File: src/rtl/picorisc_fetch_pkg.sv
// Shared types and constants for the picoRISC instruction-fetch stage.
// fetch_state_t is exported so the FSM state can be observed from outside the block.
package picorisc_fetch_pkg;

  typedef enum logic [1:0] {
    IDLE  = 2'd0,
    REQ   = 2'd1,
    WAIT  = 2'd2,
    ISSUE = 2'd3
  } fetch_state_t;

  localparam int OPC_W = 6;

  // Must stay identical to `NOP in opcodes.svh.
  localparam logic [OPC_W-1:0] OPC_NOP = 6'b111111;

  // While no instruction is live, the decoder must see NOP instead of stale bits.
  function automatic logic [OPC_W-1:0] opcode_gate(input logic live,
                                                   input logic [OPC_W-1:0] field);
    return live ? field : OPC_NOP;
  endfunction

endpackage

File: src/rtl/pc_next_calc.sv
// Next-PC selection for the fetch stage.
// Priority is absolute branch, then relative branch, then increment.
module pc_next_calc #(
  parameter int PSIZE = 8
) (
  input  logic [PSIZE-1:0] pc,
  input  logic [PSIZE-1:0] field,
  input  logic             incr,
  input  logic             absbranch,
  input  logic             relbranch,
  output logic [PSIZE-1:0] next_pc,
  output logic             take
);

  logic [PSIZE-1:0] rel_target;
  logic [PSIZE-1:0] inc_target;

  // Adding a sign-extended PSIZE-bit offset and keeping PSIZE bits gives
  // the same result as a plain PSIZE-bit add, so no extension is needed.
  assign rel_target = pc + field;
  assign inc_target = pc + PSIZE'(1);

  assign take = incr | absbranch | relbranch;

  always_comb begin
    next_pc = pc;
    if (absbranch) begin
      next_pc = field;
    end else if (relbranch) begin
      next_pc = rel_target;
    end else if (incr) begin
      next_pc = inc_target;
    end
  end

endmodule

File: src/rtl/pc_fetch.sv
// picoRISC fetch stage: holds the PC, fetches from program memory and
// presents the instruction to the decoder, counting retired instructions.
module pc_fetch
  import picorisc_fetch_pkg::*;
#(
  parameter int PSIZE = 8,
  parameter int ISIZE = 20,
  parameter int CNT_W = 16
) (
  input  logic             clk,
  input  logic             reset,
  output logic             imem_req,
  output logic [PSIZE-1:0] imem_addr,
  input  logic [ISIZE-1:0] imem_rdata,
  input  logic             imem_valid,
  input  logic             pc_incr,
  input  logic             pc_absbranch,
  input  logic             pc_relbranch,
  output logic [ISIZE-1:0] instr,
  output logic             instr_valid,
  output logic [5:0]       opcode,
  output logic [PSIZE-1:0] pc,
  output logic [CNT_W-1:0] retired,
  output fetch_state_t     dbg_state
);

  // Handshake: imem_req is a one-cycle pulse with imem_addr; memory answers
  // with imem_valid/imem_rdata any later cycle, and only WAIT accepts it.
  // Downstream, instr_valid is the offer; any PC control high in ISSUE is
  // the decoder's acceptance, all low is a stall that freezes the stage.

  fetch_state_t     state_q, state_d;
  logic [PSIZE-1:0] pc_q;
  logic [ISIZE-1:0] instr_q;
  logic [CNT_W-1:0] retired_q;
  logic             capture;
  logic             advance;
  logic             take;
  logic [PSIZE-1:0] next_pc;
  logic             in_issue;

  assign in_issue = (state_q == ISSUE);

  pc_next_calc #(
    .PSIZE(PSIZE)
  ) u_next (
    .pc        (pc_q),
    .field     (instr_q[PSIZE-1:0]),
    .incr      (pc_incr),
    .absbranch (pc_absbranch),
    .relbranch (pc_relbranch),
    .next_pc   (next_pc),
    .take      (take)
  );

  always_comb begin
    state_d  = state_q;
    imem_req = 1'b0;
    capture  = 1'b0;
    advance  = 1'b0;
    case (state_q)
      IDLE: state_d = REQ;
      REQ: begin
        imem_req = 1'b1;
        state_d  = WAIT;
      end
      WAIT: begin
        if (imem_valid) begin
          capture = 1'b1;
          state_d = ISSUE;
        end
      end
      ISSUE: begin
        if (take) begin
          advance = 1'b1;
          state_d = REQ;
        end
      end
      default: state_d = IDLE;
    endcase
  end

  always_ff @(posedge clk or posedge reset) begin
    if (reset) begin
      state_q   <= IDLE;
      pc_q      <= '0;
      instr_q   <= {OPC_NOP, {(ISIZE-OPC_W){1'b0}}};
      retired_q <= '0;
    end else begin
      state_q <= state_d;
      if (capture) begin
        instr_q <= imem_rdata;
      end
      if (advance) begin
        pc_q      <= next_pc;
        retired_q <= retired_q + CNT_W'(1);
      end
    end
  end

  assign imem_addr   = pc_q;
  assign pc          = pc_q;
  assign instr       = instr_q;
  assign instr_valid = in_issue;
  assign opcode      = opcode_gate(in_issue, instr_q[ISIZE-1 -: OPC_W]);
  assign retired     = retired_q;
  assign dbg_state   = state_q;

endmodule
File: config.mk
export PLATFORM = sky130hd
export DESIGN_NAME = pc_fetch
export DESIGN_NICKNAME = d
export VERILOG_FILES = /design/src/rtl/picorisc_fetch_pkg.sv /design/src/rtl/pc_next_calc.sv /design/src/rtl/pc_fetch.sv
export SDC_FILE = /design/constraint.sdc
export NUM_CORES = 1
export LEC_CHECK = 0
export ABC_CLOCK_PERIOD_IN_PS = 2200
export CORE_ASPECT_RATIO = 0.75
export CORE_UTILIZATION = 46
export CTS_BUF_LIST = sky130_fd_sc_hd__clkbuf_4
export CTS_CLUSTER_SIZE = 25
export DETAILED_ROUTE_END_ITERATION = 6
export GPL_TIMING_DRIVEN = 0
export PLACE_DENSITY = 0.89
export SLEW_MARGIN = 20
export SYNTH_ARGS = -nofsm -noshare
export SYNTH_HDL_FRONTEND = slang
export SYNTH_SLANG_ARGS = --single-unit
File: constraint.sdc
create_clock -name clk -period 2.2 [get_ports clk]
set_clock_uncertainty 0.2 [all_clocks]
set_input_delay 0.22 -clock clk [delete_from_list [all_inputs] [get_ports clk]]
set_output_delay 0.22 -clock clk [all_outputs]
set_load 0.01 [all_outputs]
==> key figures <==
Outcome
  • Status: finished, final reports clean

CTS
  • Worst-Skew Late Latency: 350 ps
  • Clk pin slew, worst setup/hold paths: 130 ps
  • CTS H-tree depth: 2
  • Root buffer cell: clkbuf_4
  • Clock Sinks: 46
  • CTS Buffer Depth: 2
  • CTS tree: yes
  • Cts bufs inserted: 5
  • # hold bufs at CTS: 0

Yosys
  • Yosys cell types: 40
  • Total of warnings raised by yosys: 0
  • FFs w/ async S/R, synth: 100%
  • Syn Area/Cell: 11.1 um^2
  • Post-synth top flop: dfrtp_1
  • Flops & latches, synth: 46
  • Mapped Area: 2470 um^2
  • Syn Inst Count: 223
  • Syn_nets: 262
  • Register area share after synthesis: 46.9%
  • Number of synthesized flops with an enable pin: 0

Power and ir drop
  • PwrDens: 1310 nW/um^2
  • Maximum vdd drop: 0.746 mV
  • Cell-internal power: 2960 uW
  • Switch share: 37.7%
  • Combinational power share: 58.2%
  • Clk network pwr share: 8.4%
  • Leakage: 0.00159 uW
  • NetSw: 1790 uW
  • Sequential Power Share: 33.4%

Placed design
  • DP HPWL: 4360 um
  • Placed cells: 383
  • GP Congestion: 0.869
  • Number of input and output port buffers inserted: 87

Timing
  • Final Cycle Share: 97.5%
  • Max Fclk: 466 MHz
  • Fin Hold WS: 0.870 ps
  • Actual slew at the worst max-slew pin: 506 ps
  • Slew HR: 66.2%
  • Slew Viols, Final: 0
  • Final hold viol count: 0
  • Final min period: 2140 ps
  • RSZ-0062 raised after global routing: no
  • Final setup violating endpoints: 0

Floorplanning
  • Die W: 86.7 um
  • Die area: 5680 um^2
  • Top Ports: 88
  • Die Y: 65.5 um
  • Core box area: 5040 um^2
  • Number of cell rows: 22
  • Initial Utilization: 49.1%

Setup path
  • Critical Path Sink Type: flop
  • CP startpoint kind: primary input
  • Setup Crit Path Kind: primary input to flop
  • CP max stage delay: 350 ps
  • CP max-delay cell: clkdlybuf4s15_1
  • Critical Path Fanout Max: 10
  • Required time of the critical path: 2250 ps
  • Cell Chain, Critical Path: clkdlybuf4s15_1 > clkbuf_4 > nand2_2 > inv_1 > ha_1 > a211oi_1 > nor2_1 > o32ai_2 > mux2i_1 > nand2_1
  • Crit path DAT: 2200 ps

GRT
  • First-pass GRT wire length: 9460 um
  • Vias in the first global route: 2022
  • Global route overflow: 0
  • Largest net degree at the start of global routing: 25
  • Antenna violations before repair: 0
  • Tot GR Track Use: 21.9%

Drt
  • Antenna-violating nets left: 0
  • DR vias: 2047
  • DRT iter0 DRCs: 97
  • DR WL/cell: 14.9 um
  • 1st-pass router iterations: 4
  • DRC Markers: 0
  • Vias per inst: 5.17
  • Final Routed Wirelength: 5910 um

Min path
  • HP Class: primary input to async pin

Cells and area
  • Commonest non-fill, non-tap cell in the layout: clkdlybuf4s50_1
  • Share of layout cells above drive strength 1: 22.5%
  • Fill cells: 376
  • Final cell count without fillers: 396
  • Ant diodes: 0
  • Post-layout net count: 362
  • Most frequent cells in the layout: clkdlybuf4s50_1, dfrtp_1, mux2_2, nand2_1, buf_4
  • Layout overhead on the synthesized area: 46.1%

Flow run
  • Max cap viols: 0
-- layer usage --
| metal | vias to the layer above | GRT usage [%] | wire length (um) | part of all wire (%) |
|---|---|---|---|---|
| li1 | 973 | - | - | - |
| met1 | 989 | 28.5 | 2720 | 46 |
| met2 | 77 | 35.1 | 2720 | 46 |
| met3 | 8 | 5.65 | 367 | 6.2 |
| met4 | 0 | 8.33 | 99 | 1.7 |
| met5 | - | 0 | 0 | 0 |
-- power by group through the flow --
stage	clock [uW]	combinational, uW	sequential (uW)
2_1_floorplan	0	1240	1670
3_3_place_gp	0	2540	1560
3_5_place_dp	0	2630	1590
4_1_cts	409	2690	1570
5_1_grt	438	2960	1630
6_report	398	2760	1580
-- worst paths after layout --
kind	start	endpoint	slack [ps]	depth (start not counted)
worst max-delay path	pc_relbranch	imem_addr[7]	60	10
worst min-delay path	reset	instr[13]	0.9	2
worst max register to register	instr[1]	imem_addr[7]	70	8
worst min register to register	retired[15]	retired[15]	290	1
max in group asynchronous	reset	instr[17]	1240	3
min in group clk	imem_rdata[0]	instr[0]	270	2
-- through the flow --
| stage | total power [uW] | area, um^2 | TNS, ps | worst slack, ps | util (%) |
|---|---|---|---|---|---|
| 4_1_cts | 4670 | 3560 | 0 | 11.6 | 70.7 |
| 2_1_floorplan | 2910 | 2470 | 0 | 147 | - |
| 5_1_grt | 5030 | 3610 | 0 | 12.3 | 71.7 |
| 3_5_place_dp | 4220 | 3460 | -5020 | -891 | 68.7 |
| 3_3_place_gp | 4100 | 3430 | -12110 | -833 | 68.2 |
| 6_report | 4740 | 3610 | 0 | 55.4 | 71.7 |
-- kinds of logic (layout without fill, tap and decap cells) --
family / count (synthesis) / count (layout) / share of synthesized area (%)
and+or+nand+nor: 66 / 66 / 14.9
xor gates and xnor gates: 15 / 15 / 5.31
muxes: 25 / 25 / 11.1
adders and majority gates: 13 / 13 / 6.88
AOI/OAI and AO/OA: 33 / 33 / 9.62
buffers and inverters: 25 / 126 / 5.31
DFF: 46 / 46 / 46.9
-- critical path: cells and delay by family --
kind / cells / cell delay, ps
AO/OA/AOI/OAI: 2 / 550
adder cells (fa/ha/maj): 1 / 230
AND/OR/NAND/NOR: 3 / 270
multiplexers: 1 / 210
buffers and inverters: 3 / 710
-- Yosys cell counts, types with 2 or more instances --
master     n  area (um^2)
o21a_1     3         22.5
nor2b_1    2         12.5
buf_4      8         60.1
buf_2      6         30.0
nand2b_1   7         43.8
dfstp_2    6          158
nand2_1   17         63.8
xor2_1     4         35.0
xnor2_1   11         96.3
a211oi_1   5         37.5
dfrtp_1   40         1000
o22ai_1    2         12.5
or2_2      2         12.5
and3_1     2         12.5
clkbuf_1   2         7.51
mux2_2    20          225
nor3_1     6         30.0
o21ai_0    5         25.0
inv_1      9         33.8
nor3b_1    3         22.5
nand3_1    8         40.0
nand4_1    4         25.0
mux2i_1    5         50.1
and2_1     5         31.3
a21oi_1    9         45.0
nor2_1     6         22.5
ha_1      12          150
a21o_1     2         15.0
-- cell type report --
class / instances / area, um^2 / area share [%]
inverters: 9 / 33.8 / 0.935
clock inverters: 2 / 8.76 / 0.242
flip-flops and latches: 46 / 1160 / 32.1
plain buffers: 16 / 105 / 2.91
clock buffers: 6 / 45.0 / 1.25
well taps: 72 / 90.1 / 2.49
multi-input cells: 152 / 1240 / 34.4
repair buffers: 93 / 928 / 25.7
-- registers in the layout, summed over array words and instances, names as in the netlist --
| signal | count |
|---|---|
| dbg_state | 2 |
| instr | 20 |
| imem_addr | 8 |
| retired | 16 |
-- repair_timing --
action / CTS / global route
setup buffers: 2 / 3
pin swaps: 0 / 3
gates resized for setup: 18 / 7
endpoints found under the setup margin: 14 / 4
Note: power is estimated with default switching activity, not from simulation.
